$ cat config.mk
export PLATFORM = sky130hd
export DESIGN_NAME = biu_arb
export DESIGN_NICKNAME = d
export VERILOG_FILES = /design/src/rtl/biu_arb.sv
export SDC_FILE = /design/constraint.sdc
export NUM_CORES = 1
export LEC_CHECK = 0
export ABC_AREA = 1
export CORE_AREA = 2 2 108 110
export CTS_CLUSTER_SIZE = 8
export DETAILED_ROUTE_END_ITERATION = 10
export DIE_AREA = 0 0 110 112
export GPL_TIMING_DRIVEN = 0
export PLACE_DENSITY = 0.85
export SLEW_MARGIN = 20
export SYNTH_ARGS = -nofsm -noshare
export SYNTH_HDL_FRONTEND = slang
export SYNTH_SLANG_ARGS = --single-unit
$ cat constraint.sdc
create_clock -name clk -period 2.3 [get_ports clk]
set_clock_uncertainty 0.2 [all_clocks]
set_input_delay 0.46 -clock clk [delete_from_list [all_inputs] [get_ports clk]]
set_output_delay 0.46 -clock clk [all_outputs]
set_load 0.05 [all_outputs]
$ cat src/rtl/biu_arb.sv
// Bus interface arbiter: merges IFU fetches and LSU accesses onto a single
// memory port with one transaction outstanding and bounded LSU priority.
module biu_arb #(
  parameter int unsigned AW            = 32,
  parameter int unsigned DW            = 32,
  parameter int unsigned LSU_BURST_MAX = 4
) (
  input  logic            clk,
  input  logic            rst_n,

  input  logic            ifu2biu_req_vld,
  output logic            ifu2biu_req_rdy,
  input  logic [AW-1:0]   ifu2biu_req_pc,
  output logic            biu2ifu_rsp_vld,
  input  logic            biu2ifu_rsp_rdy,
  output logic [DW-1:0]   biu2ifu_rsp_inst,

  input  logic            lsu2biu_req_vld,
  output logic            lsu2biu_req_rdy,
  input  logic [AW-1:0]   lsu2biu_req_addr,
  input  logic [DW-1:0]   lsu2biu_req_wdata,
  input  logic            lsu2biu_req_we,
  input  logic [DW/8-1:0] lsu2biu_req_wstrb,
  output logic            biu2lsu_rsp_vld,
  input  logic            biu2lsu_rsp_rdy,
  output logic [DW-1:0]   biu2lsu_rsp_rdata,

  output logic            biu2mem_req_vld,
  input  logic            biu2mem_req_rdy,
  output logic [AW-1:0]   biu2mem_req_addr,
  output logic [DW-1:0]   biu2mem_req_wdata,
  output logic            biu2mem_req_we,
  output logic [DW/8-1:0] biu2mem_req_wstrb,
  input  logic            mem2biu_rsp_vld,
  output logic            mem2biu_rsp_rdy,
  input  logic [DW-1:0]   mem2biu_rsp_rdata
);

  localparam logic [3:0] BURST_MAX = 4'(LSU_BURST_MAX);

  typedef enum logic [1:0] {
    IDLE,
    REQ,
    RSP
  } state_t;

  state_t            state;
  state_t            state_nxt;
  logic              owner_lsu;
  logic [3:0]        gnt_cnt;
  logic [AW-1:0]     req_addr;
  logic [DW-1:0]     req_wdata;
  logic              req_we;
  logic [DW/8-1:0]   req_wstrb;

  logic              gnt_lsu;
  logic              gnt_ifu;
  logic              ifu_hs;
  logic              lsu_hs;
  logic              mem_req_hs;
  logic              mem_rsp_hs;

  // LSU normally wins; a waiting IFU gets through once the LSU burst budget is spent.
  always_comb begin
    gnt_lsu = lsu2biu_req_vld && !(ifu2biu_req_vld && (gnt_cnt == BURST_MAX));
    gnt_ifu = ifu2biu_req_vld && !gnt_lsu;
  end

  always_comb begin
    ifu_hs     = ifu2biu_req_vld && ifu2biu_req_rdy;
    lsu_hs     = lsu2biu_req_vld && lsu2biu_req_rdy;
    mem_req_hs = biu2mem_req_vld && biu2mem_req_rdy;
    mem_rsp_hs = mem2biu_rsp_vld && mem2biu_rsp_rdy;
  end

  always_ff @(posedge clk or negedge rst_n) begin
    if (!rst_n) begin
      state <= IDLE;
    end else begin
      state <= state_nxt;
    end
  end

  always_comb begin
    state_nxt = state;
    case (state)
      IDLE:    if (ifu_hs || lsu_hs) state_nxt = REQ;
      REQ:     if (mem_req_hs)       state_nxt = RSP;
      RSP:     if (mem_rsp_hs)       state_nxt = IDLE;
      default:                       state_nxt = IDLE;
    endcase
  end

  always_comb begin
    ifu2biu_req_rdy   = 1'b0;
    lsu2biu_req_rdy   = 1'b0;
    biu2mem_req_vld   = 1'b0;
    biu2ifu_rsp_vld   = 1'b0;
    biu2lsu_rsp_vld   = 1'b0;
    mem2biu_rsp_rdy   = 1'b0;
    biu2mem_req_addr  = req_addr;
    biu2mem_req_wdata = req_wdata;
    biu2mem_req_we    = req_we;
    biu2mem_req_wstrb = req_wstrb;
    biu2ifu_rsp_inst  = mem2biu_rsp_rdata;
    biu2lsu_rsp_rdata = mem2biu_rsp_rdata;
    case (state)
      IDLE: begin
        // rst_n gating keeps req_rdy low while reset is held
        ifu2biu_req_rdy = rst_n && gnt_ifu;
        lsu2biu_req_rdy = rst_n && gnt_lsu;
      end
      REQ: begin
        biu2mem_req_vld = 1'b1;
      end
      RSP: begin
        biu2ifu_rsp_vld = !owner_lsu && mem2biu_rsp_vld;
        biu2lsu_rsp_vld =  owner_lsu && mem2biu_rsp_vld;
        mem2biu_rsp_rdy = owner_lsu ? biu2lsu_rsp_rdy : biu2ifu_rsp_rdy;
      end
      default: begin
        ifu2biu_req_rdy = 1'b0;
      end
    endcase
  end

  always_ff @(posedge clk or negedge rst_n) begin
    if (!rst_n) begin
      owner_lsu <= 1'b0;
      gnt_cnt   <= '0;
      req_addr  <= '0;
      req_wdata <= '0;
      req_we    <= 1'b0;
      req_wstrb <= '0;
    end else if (ifu_hs) begin
      owner_lsu <= 1'b0;
      gnt_cnt   <= '0;
      req_addr  <= ifu2biu_req_pc;
      req_wdata <= '0;
      req_we    <= 1'b0;
      req_wstrb <= '0;
    end else if (lsu_hs) begin
      owner_lsu <= 1'b1;
      req_addr  <= lsu2biu_req_addr;
      req_wdata <= lsu2biu_req_wdata;
      req_we    <= lsu2biu_req_we;
      req_wstrb <= lsu2biu_req_wstrb;
      if (ifu2biu_req_vld && (gnt_cnt != BURST_MAX)) begin
        gnt_cnt <= gnt_cnt + 4'd1;
      end
    end
  end

endmodule

==> metrics.md <==
| Metric | Value |
|---|---|
| Power density cells | 1270 mW/mm² |
| Syn Area/Cell | 8.40 µm² |
| R2r worst-path depth | 12 |
| CTS tree | yes |
| Post-Syn Nets | 598 |
| Layout cells sized above 1 | 0.183 |
| Min-delay worst type | input pin to asynchronous set/reset pin |
| Full die area | 0.0123 mm² |
| IO Count | 280 |
| Origin of the worst setup path | gnt_cnt[0] |
| Net switching power | 4.36 mW |
| Maximum number of pins on one net before global-route repair | 34 |
| Core footprint | 0.0112 mm² |
| Final wirelength | 13,400 µm |
| Worst Path Required | 1.64 ns |
| Maxcap violations | 0 |
| Mean routed wirelength per cell | 15.3 µm |
| CP max-delay cell | dfrtp_1 |
| GRT Overall Usage | 0.217 |
| Inserted Diodes | 0 |
| Remaining DRCs | 0 |
| Htree depth | 3 |
| Compound-gate portion of the synthesized area | 0.00851 |
| Clock Root Buffer | clkbuf_16 |
| CTS Sinks | 76 |
| Mapped Area | 0.00382 mm² |
| Worst Path Max Fanout | 2 |
| Max clock buf depth | 2 |
| Kind of critical path | flop to output port |
| Post-synthesis sequential area ratio | 0.497 |
| Most used cell, CP | nand2_4 |
| Routed Antenna Nets | 0 |
| Die height | 112 µm |
| Min Tclk post-route | 2.25 ns |
| Worst R2R Start | gnt_cnt[0] |
| Peak supply drop | 0.746 mV |
| Detail Placement HPWL | 10,300 µm |
| Number of global-route vias before repair | 4,260 |
| Area grow syn2layout | 84.8% |
| Fin Setup TNS | 0 ns |
| Final hold violation count | 0 |
| Least-Margin Pin Slew | 0.557 ns |
| Adder-cell share of the synthesized area | 0.00654 |
| Initial DRC Count | 214 |
| Switching Share | 0.486 |
| Post-synthesis mux area share | 0.00262 |
| Clock Power Share | 0.154 |
| Crit path max-delay family | buffers and inverters |
| Cell Count, Final, Fillers Out | 881 |
| Synth warn | 0 |
| Fmax | 0.444 GHz |
| Data arrival, critical path | 1.59 ns |
| Worst path depth | 10 |
| Synth Area in XOR/XNOR | 0.00229 |
| Combinational share of power | 0.588 |
| Pins Over Slew Limit | 0 |
| CP endpoint kind | output port |
| Reg power frac | 0.257 |
| Mapped Cells | 455 |
| Initial Util | 0.342 |
| Row count | 39 |
| Cell variety after synth | 22 |
| Most frequent cells in the layout | 239 x clkdlybuf4s50_1, 135 x nand2_1, 117 x nand3_1 |
| Initial antenna violation count | 0 |
| Dpl cells | 846 |
| Worst path max stage delay | 0.40 ns |
| Clk pin slew, worst setup/hold paths | 0.06 ns |
| Crit path launch type | flop |
| Total vias in the final route | 4,124 |
| First-pass GRT wire length | 20,600 µm |
| Final estimated routing congestion in global placement | 0.793 |
| Die Width | 110 µm |
| Status | completed |
| Worst Path Buf+Inv | 5 |
| Port Buffers | 247 |
| Period utilization | 0.979 |
| Final Setup Violations | 0 |
| Post-Synth Simple-Gate Area | 0.308 |
| Final nets | 876 |
| Setup WS post-layout | 0.0481 ns |
| CP cell instances | inv_2 > ha_4 > nand2_2 > inv_2 > nand2_4 > nand2_4 > nand2_4 > inv_4 > buf_8 > buf_8 |
| Total grt overflow | 0 |
| Slew Limit Headroom | 0.628 |
| Initial DRT Pass Iterations | 5 |
| TritonCTS Buffers | 9 |
| Worst-Skew Late Latency | 0.33 ns |
| Pint | 4.61 mW |
| Pre-CTS WS | -1.27 ns |
| Pleak | 3.38 nW |
| Flops & latches, synth | 76 |
| Vias per cell | 4.68 |
| Reg2reg end | biu2mem_req_wdata[28] |
| Largest family of logic cells by synthesized area | simple AND/OR/NAND/NOR gates |
| Most common cell after layout, fill and taps aside | clkdlybuf4s50_1 |
| Register-to-register setup slack | 0.25 ns |
what timing repair did:
action,in CTS,in global routing
hold endpoints to repair,33,0
buffers inserted,7,7
cloned,1,0
endpoints found under the setup margin,18,14
gates resized for setup,41,10
pin swaps,3,3
hold buffers,5,0
synthesized netlist by cell type:
master    number  area share
clkbuf_1       4      0.0039
ha_1           2      0.0065
a21oi_1        1      0.0013
inv_2          3      0.0029
dfrtp_1       76        0.50
nor2_1         4      0.0039
nand3_1      117        0.15
buf_1          5      0.0049
nor2_8         1      0.0052
nand3_2        1      0.0026
xor2_1         1      0.0023
mux2i_1        1      0.0026
o21bai_1       1      0.0020
buf_2         12       0.016
nand2_2        2      0.0033
buf_4         65        0.13
nor3_1         2      0.0026
nand2_1      138        0.14
inv_1         11       0.011
o21ai_0        4      0.0052
nor2_2         1      0.0016
buf_6          3      0.0088
layer usage:
metal	GRT usage	share of wire	vias up
met5	0	0	-
met4	0.0793	0.020	0
met3	0.0708	0.11	25
met2	0.398	0.52	221
met1	0.225	0.35	1912
li1	-	-	1966
power by group through the flow:
stage	registers (mW)	clock network [mW]	logic, mW
2_1_floorplan	4.21	0	1.33
3_3_place_gp	2.28	0	5.00
3_5_place_dp	2.32	0	5.10
4_1_cts	2.30	1.41	5.20
5_1_grt	2.37	1.48	5.57
6_report	2.31	1.38	5.28
logic make-up after synthesis:
logic type | Yosys count
and+or+nand+nor | 266
muxes | 1
xor gates and xnor gates | 1
DFF | 76
adders and majority gates | 2
AOI/OAI and AO/OA | 6
buffers and inverters | 103
worst max-delay path by stage:
stage / end / slack [ns]
floorplan: biu2ifu_rsp_vld / 0.06
global placement: ifu2biu_req_rdy / -3.92
detailed placement: lsu2biu_req_rdy / -1.27
CTS: lsu2biu_req_rdy / 0.008
global route: ifu2biu_req_rdy / -0.03
finish: ifu2biu_req_rdy / 0.05
cell type report:
class,count,area [µm²]
Fill cell,883,4110
Timing Repair Buffer,268,2720
Sequential cell,76,1900
Multi-Input combinational cell,276,1290
Buffer,88,626
Clock buffer,10,229
Tap cell,143,179
Clock inverter,6,65.1
Inverter,14,55.1
registers in the layout (all words and copies together) (netlist names):
name               flops
state                  2
biu2mem_req_wstrb      4
gnt_cnt                4
biu2mem_req_we         1
biu2mem_req_addr      32
owner_lsu              1
biu2mem_req_wdata     32
through the flow:
step | total power [mW] | hold slack, ns | cell area [µm²] | utilization
2_1_floorplan | 5.53 | -0.0356 | 3820 | -
5_1_grt | 9.42 | 0.141 | 7060 | 0.632
6_report | 8.96 | 0.107 | 7060 | 0.632
3_3_place_gp | 7.28 | 0.253 | 6470 | 0.579
4_1_cts | 8.92 | 0.272 | 7010 | 0.627
3_5_place_dp | 7.42 | 0.244 | 6500 | 0.582
worst reg2reg max path, stage by stage, from the launching register on:
cell and delay [ns]:
dfrtp_1 0.37, inv_2 0.07, ha_4 0.16, nand2_2 0.06
inv_2 0.05, nand2_4 0.08, nand2_4 0.06, nand2_4 0.09
buf_4 0.14, buf_4 0.22, buf_2 0.28, nand3_1 0.12
nand2_1 0.09
No activity file was read; power rests on OpenSTA's default activity.
==> edit 1 (same flow settings) <==
`AW`: 32 -> 48.
--- a/src/rtl/biu_arb.sv
+++ b/src/rtl/biu_arb.sv
@@ -2,5 +2,5 @@
 // memory port with one transaction outstanding and bounded LSU priority.
 module biu_arb #(
-  parameter int unsigned AW            = 32,
+  parameter int unsigned AW            = 48,
   parameter int unsigned DW            = 32,
   parameter int unsigned LSU_BURST_MAX = 4
Ports: changed (resized biu2mem_req_addr, ifu2biu_req_pc and lsu2biu_req_addr); port bits go from 280 to 328. No check against the original RTL was run, so the function may have changed too.
==> edit 1 against the original RTL <==
  * The run now ends with setup timing left
  * Power increased by 22%
  * Largest cell class unchanged
  * Wire length increased by 33%
  * Synthesized area increased by 32%
  * Global-route usage increased by 7.2 points
  * Final cell count increased by 32%
  * Sequential cell count increased by 16
  * Design area increased by 24%
  * Setup slack got worse by 0.067 ns
==> edit 1: results (changes against the original RTL) <==
| Metric | Value |
|---|---|
| Post-route setup slack | `-0.01860 ns (-0.06669 ns)` |
| Sequential-to-total area share from yosys stat | `45.52% (-4.2 points)` |
| CP Launch Point | `gnt_cnt[1]$_DFFE_PN0P_` |
| Worst vdd ir | `0.8672 mV (+16%)` |
| Leak pwr | `0.004636 uW (+37%)` |
| Relative slew slack | `59.81% (-2.9 points)` |
| Post-CTS sizing | `38 (-7.3%)` |
| Multi-input gate area | `1694 um^2 (+31%)` |
| Post-Place Setup Slack | `-1.292 ns (-0.01869 ns)` |
| Hold_ws | `0.2688 ns (+0.1616 ns)` |
| Final nets | `1186 (+35%)` |
| Fraction of area in multi-input gates | `19.31% (+1.0 points)` |
| Buffering overhead | `44.33% (-3.0 points)` |
| Setup Fix Bufs, Post-CTS | `0 (-7)` |
| Buffers outside the clock class | `409 (+15%)` |
| Largest fanout on the critical path | `17 (+15)` |
| # setup viols final | `1 (+1)` |
| Hold buffers post-CTS | `6 (+1)` |
| Final setup TNS | `-0.01860 ns (-0.01860 ns)` |
| Multi-input comb cells | `388 (+41%)` |
| Syn Inst Count | `689 (+51%)` |
| Hold WC Path Type | `flip-flop to flip-flop` |
| Worst reg2reg endpoint | `biu2mem_req_addr[31]$_DFFE_PN0P_` |
| Total track usage | `28.86% (+7.2 points)` |
| Post-placement cell count | `1128 (+33%)` |
| Crit path largest cell delay | `0.38 ns (-0.02 ns)` |
| Largest cells by area after synthesis | `dfrtp_1 46%, nand2_1 20%, buf_4 11%` |
| Reg area | `2302 um^2 (+21%)` |
| Post-DP HPWL | `12650 um (+23%)` |
| Status | `finished with violations` |
| Invs w/o clock | `111 (+97)` |
| Most instantiated cells after synthesis | `266 x nand2_1, 107 x inv_1, 101 x nand3_1` |
| Failing checks | `setup timing` |
| Vias in the first global route | `5378 (+26%)` |
| Placer Congestion | `0.8064 (+1.7%)` |
| Worst R2R Setup Slack | `0.15 ns (-0.10 ns)` |
| DRT Pass-1 Iters | `4 (-1)` |
| Pin count of the biggest net entering global routing | `45 (+32%)` |
| Post-Layout Cell Count | `1159 (+32%)` |
| WL per Instance | `15.45 um (+1.3%)` |
| Crit path arrival time | `1.66 ns (+0.07 ns)` |
| Port buffer count | `295 (+19%)` |
edit 1: layer usage:
| metal | vias to the layer above | share of wire (%) | global-route usage, % |
|---|---|---|---|
| li1 | 2633 | - | - |
| met1 | 2463 | 37 | 32.73 |
| met2 | 241 | 49 | 48.14 |
| met3 | 57 | 9.9 | 9.368 |
| met4 | 0 | 4.3 | 14.35 |
| met5 | - | 0 | 0 |
edit 1: cell families after synthesis:
logic type | Yosys count | share of synthesized area, %
and+or+nand+nor | 379 | 30.97
xor gates and xnor gates | 1 | 0.1732
buffers and inverters | 209 | 22.09
AOI/OAI and AO/OA | 5 | 0.5444
muxes | 1 | 0.1979
adders and majority gates | 2 | 0.4947
DFF | 92 | 45.52
edit 1: worst min-delay path, cell delays in order (launching register included):
cell,delay [ns]
dfrtp_1,0.34
nand2_1,0.05
nand2_1,0.04
edit 1: report_power, final:
group,switching [uW],internal [uW],leakage [uW],total [uW]
clock,643,817,0.000144,1460
sequential,442,2380,0.00116,2820
combinational,4430,2250,0.00333,6670
==> edit 2 (same flow settings) <==
Without the edit above. Compare `gnt_cnt` against `BURST_MAX` with >= in place of ==.
--- a/src/rtl/biu_arb.sv
+++ b/src/rtl/biu_arb.sv
@@ -63,5 +63,5 @@
   // LSU normally wins; a waiting IFU gets through once the LSU burst budget is spent.
   always_comb begin
-    gnt_lsu = lsu2biu_req_vld && !(ifu2biu_req_vld && (gnt_cnt == BURST_MAX));
+    gnt_lsu = lsu2biu_req_vld && !(ifu2biu_req_vld && (gnt_cnt >= BURST_MAX));
     gnt_ifu = ifu2biu_req_vld && !gnt_lsu;
   end
Function: no difference found for any inputs over 10 cycles, from zero or initial values and one cycle with rst_n low; that may be too few to reach the edited logic, so the function may still have changed.
==> edit 2 against the original RTL <==
  * Sequential cell count is the same
  * Non-clock buffer count shrank 8
  * Critical endpoint unchanged
  * Fmax grew 0.82%
  * Power grew 0.79%
  * Clock power grew 9%
  * Largest cell class unchanged
  * Design area shrank 1.5%
  * Wire length grew 2.0%
  * Synthesized area grew 1.5%
  * Highest routed layer unchanged
  * Critical path type is now primary input to primary output
  * Combinational power shrank 1%
  * Setup slack gained 0.018 ns
  * Synthesized cell count shrank 0.44%
==> edit 2: results (changes against the original RTL) <==
| Metric | Value |
|---|---|
| Hold_ws | `0.2700 ns (+0.1628 ns)` |
| Placer Congestion | `0.7843 (-1.1%)` |
| Area fraction in compound gates after synthesis | `1.064% (+0.21 points)` |
| Post-placement cell count | `844 (-0.24%)` |
| Worst reg2reg endpoint | `biu2mem_req_wdata[27]$_DFFE_PN0P_` |
| Sequential-to-total area share from yosys stat | `49.00% (-0.74 points)` |
| Mux contribution to synthesized area | `0.2579% (-0.0039 points)` |
| Post-DP HPWL | `10570 um (+3.0%)` |
| Initial antenna violation count | `1 (+1)` |
| Syn_nets | `596 (-0.33%)` |
| Worst vdd ir | `0.7561 mV (+1.3%)` |
| Global-route wire length before repair | `20980 um (+2.0%)` |
| Synth cell types | `20 (-9.1%)` |
| CP Launch Point | `lsu2biu_req_vld` |
| 1st-iter DRT viols | `317 (+48%)` |
| Hold WC Path Type | `flip-flop to flip-flop` |
| Xor-xnor portion of the synthesized cell area | `0% (-0.23 points)` |
| Reg clk slew, reported paths | `0.05 ns` |
| Crit path arrival time | `1.57 ns (-0.02 ns)` |
| Adder-Cell Fraction of Synth Area | `0.6447% (-0.0097 points)` |
| WL final | `13710 um (+2.0%)` |
| Largest cells by area after synthesis | `dfrtp_1 49%, nand3_1 21%, buf_4 14%` |
| CP delay by family, top | `buffers and inverters` |
| Worst Hold Endpoint | `biu2mem_req_wdata[19]$_DFFE_PN0P_` |
| Leak pwr | `0.003281 uW (-3.0%)` |
| Worst R2R Setup Slack | `0.43 ns (+0.18 ns)` |
| Relative slew slack | `60.25% (-2.5 points)` |
| CP max stage cell | `clkdlybuf4s50_1` |
| Internal power | `4658 uW (+1.1%)` |
| Share of cells above drive strength 1 | `16.34% (-1.9 points)` |
| Total track usage | `21.99% (+0.30 points)` |
| Largest fanout on the critical path | `19 (+17)` |
| Avg Synthesized Cell Area | `8.568 um^2 (+2.0%)` |
| Area of placed instances | `6550 um^2 (+0.77%)` |
| DRT Pass-1 Iters | `4 (-1)` |
| Fmax | `0.4477 GHz (+0.82%)` |
| Mean number of vias per cell | `4.812 (+2.8%)` |
| Pin count of the biggest net entering global routing | `40 (+18%)` |
| Status | `complete, no violations` |
| Post-Place Setup Slack | `-1.112 ns (+0.1622 ns)` |
| R2R depth | `9 (-3)` |
| Post-Layout Cell Count | `866 (-1.7%)` |
edit 2: changes by cell type after synthesis, moves of 2 or more:
| cell | before | now |
|---|---|---|
| inv_1 | 11 | 13 |
| buf_4 | 65 | 70 |
| nand2_1 | 138 | 85 |
| buf_2 | 12 | 14 |
| nor2_4 | 0 | 2 |
| nand3_1 | 117 | 162 |
| clkbuf_1 | 4 | 8 |
| inv_2 | 3 | 1 |
| buf_1 | 5 | 1 |
edit 2: repair_timing:
action / CTS / global route
setup endpoints to repair: 6 / 4
pin swaps: 2 / 2
hold endpoints to repair: 37 / 0
setup buffers: 2 / 2
hold buffers: 2 / 0
gates resized for setup: 34 / 8
edit 2: layer usage:
metal	vias to the layer above	GRT usage (%)	share of wire [%]
met5	-	0	0
met4	0	7.089	1.2
met3	12	6.967	9.4
met2	195	38.98	52
met1	1985	24.61	38
li1	1975	-	-
edit 2: final cells by class:
type | instances | area (um^2) | share of cell area (%)
timing repair buffer | 254 | 2551 | 36.66
sequential | 76 | 1902 | 27.33
multi-input combinational | 268 | 1295 | 18.61
buffer | 94 | 659.4 | 9.475
clock buffer | 11 | 232.7 | 3.344
tap | 143 | 178.9 | 2.571
clock inverter | 5 | 85.08 | 1.223
inverter | 14 | 52.55 | 0.7551
antenna | 1 | 2.502 | 0.03596
edit 2: metrics by stage:
| stage | util, % | total power (uW) |
|---|---|---|
| after floorplan | - | 5611 |
| after global placement | 58.46 | 7400 |
| after detailed placement | 58.62 | 7519 |
| after CTS | 62.11 | 9089 |
| after global routing | 62.28 | 9501 |
| final | 62.28 | 9035 |
edit 2: power by group through the flow:
stage               logic [uW]  registers [uW]  clock network (uW)
floorplan                 1350            4260                   0
global placement          5110            2290                   0
detailed placement        5200            2320                   0
CTS                       5230            2300                1550
global route              5500            2380                1630
finish                    5220            2310                1510
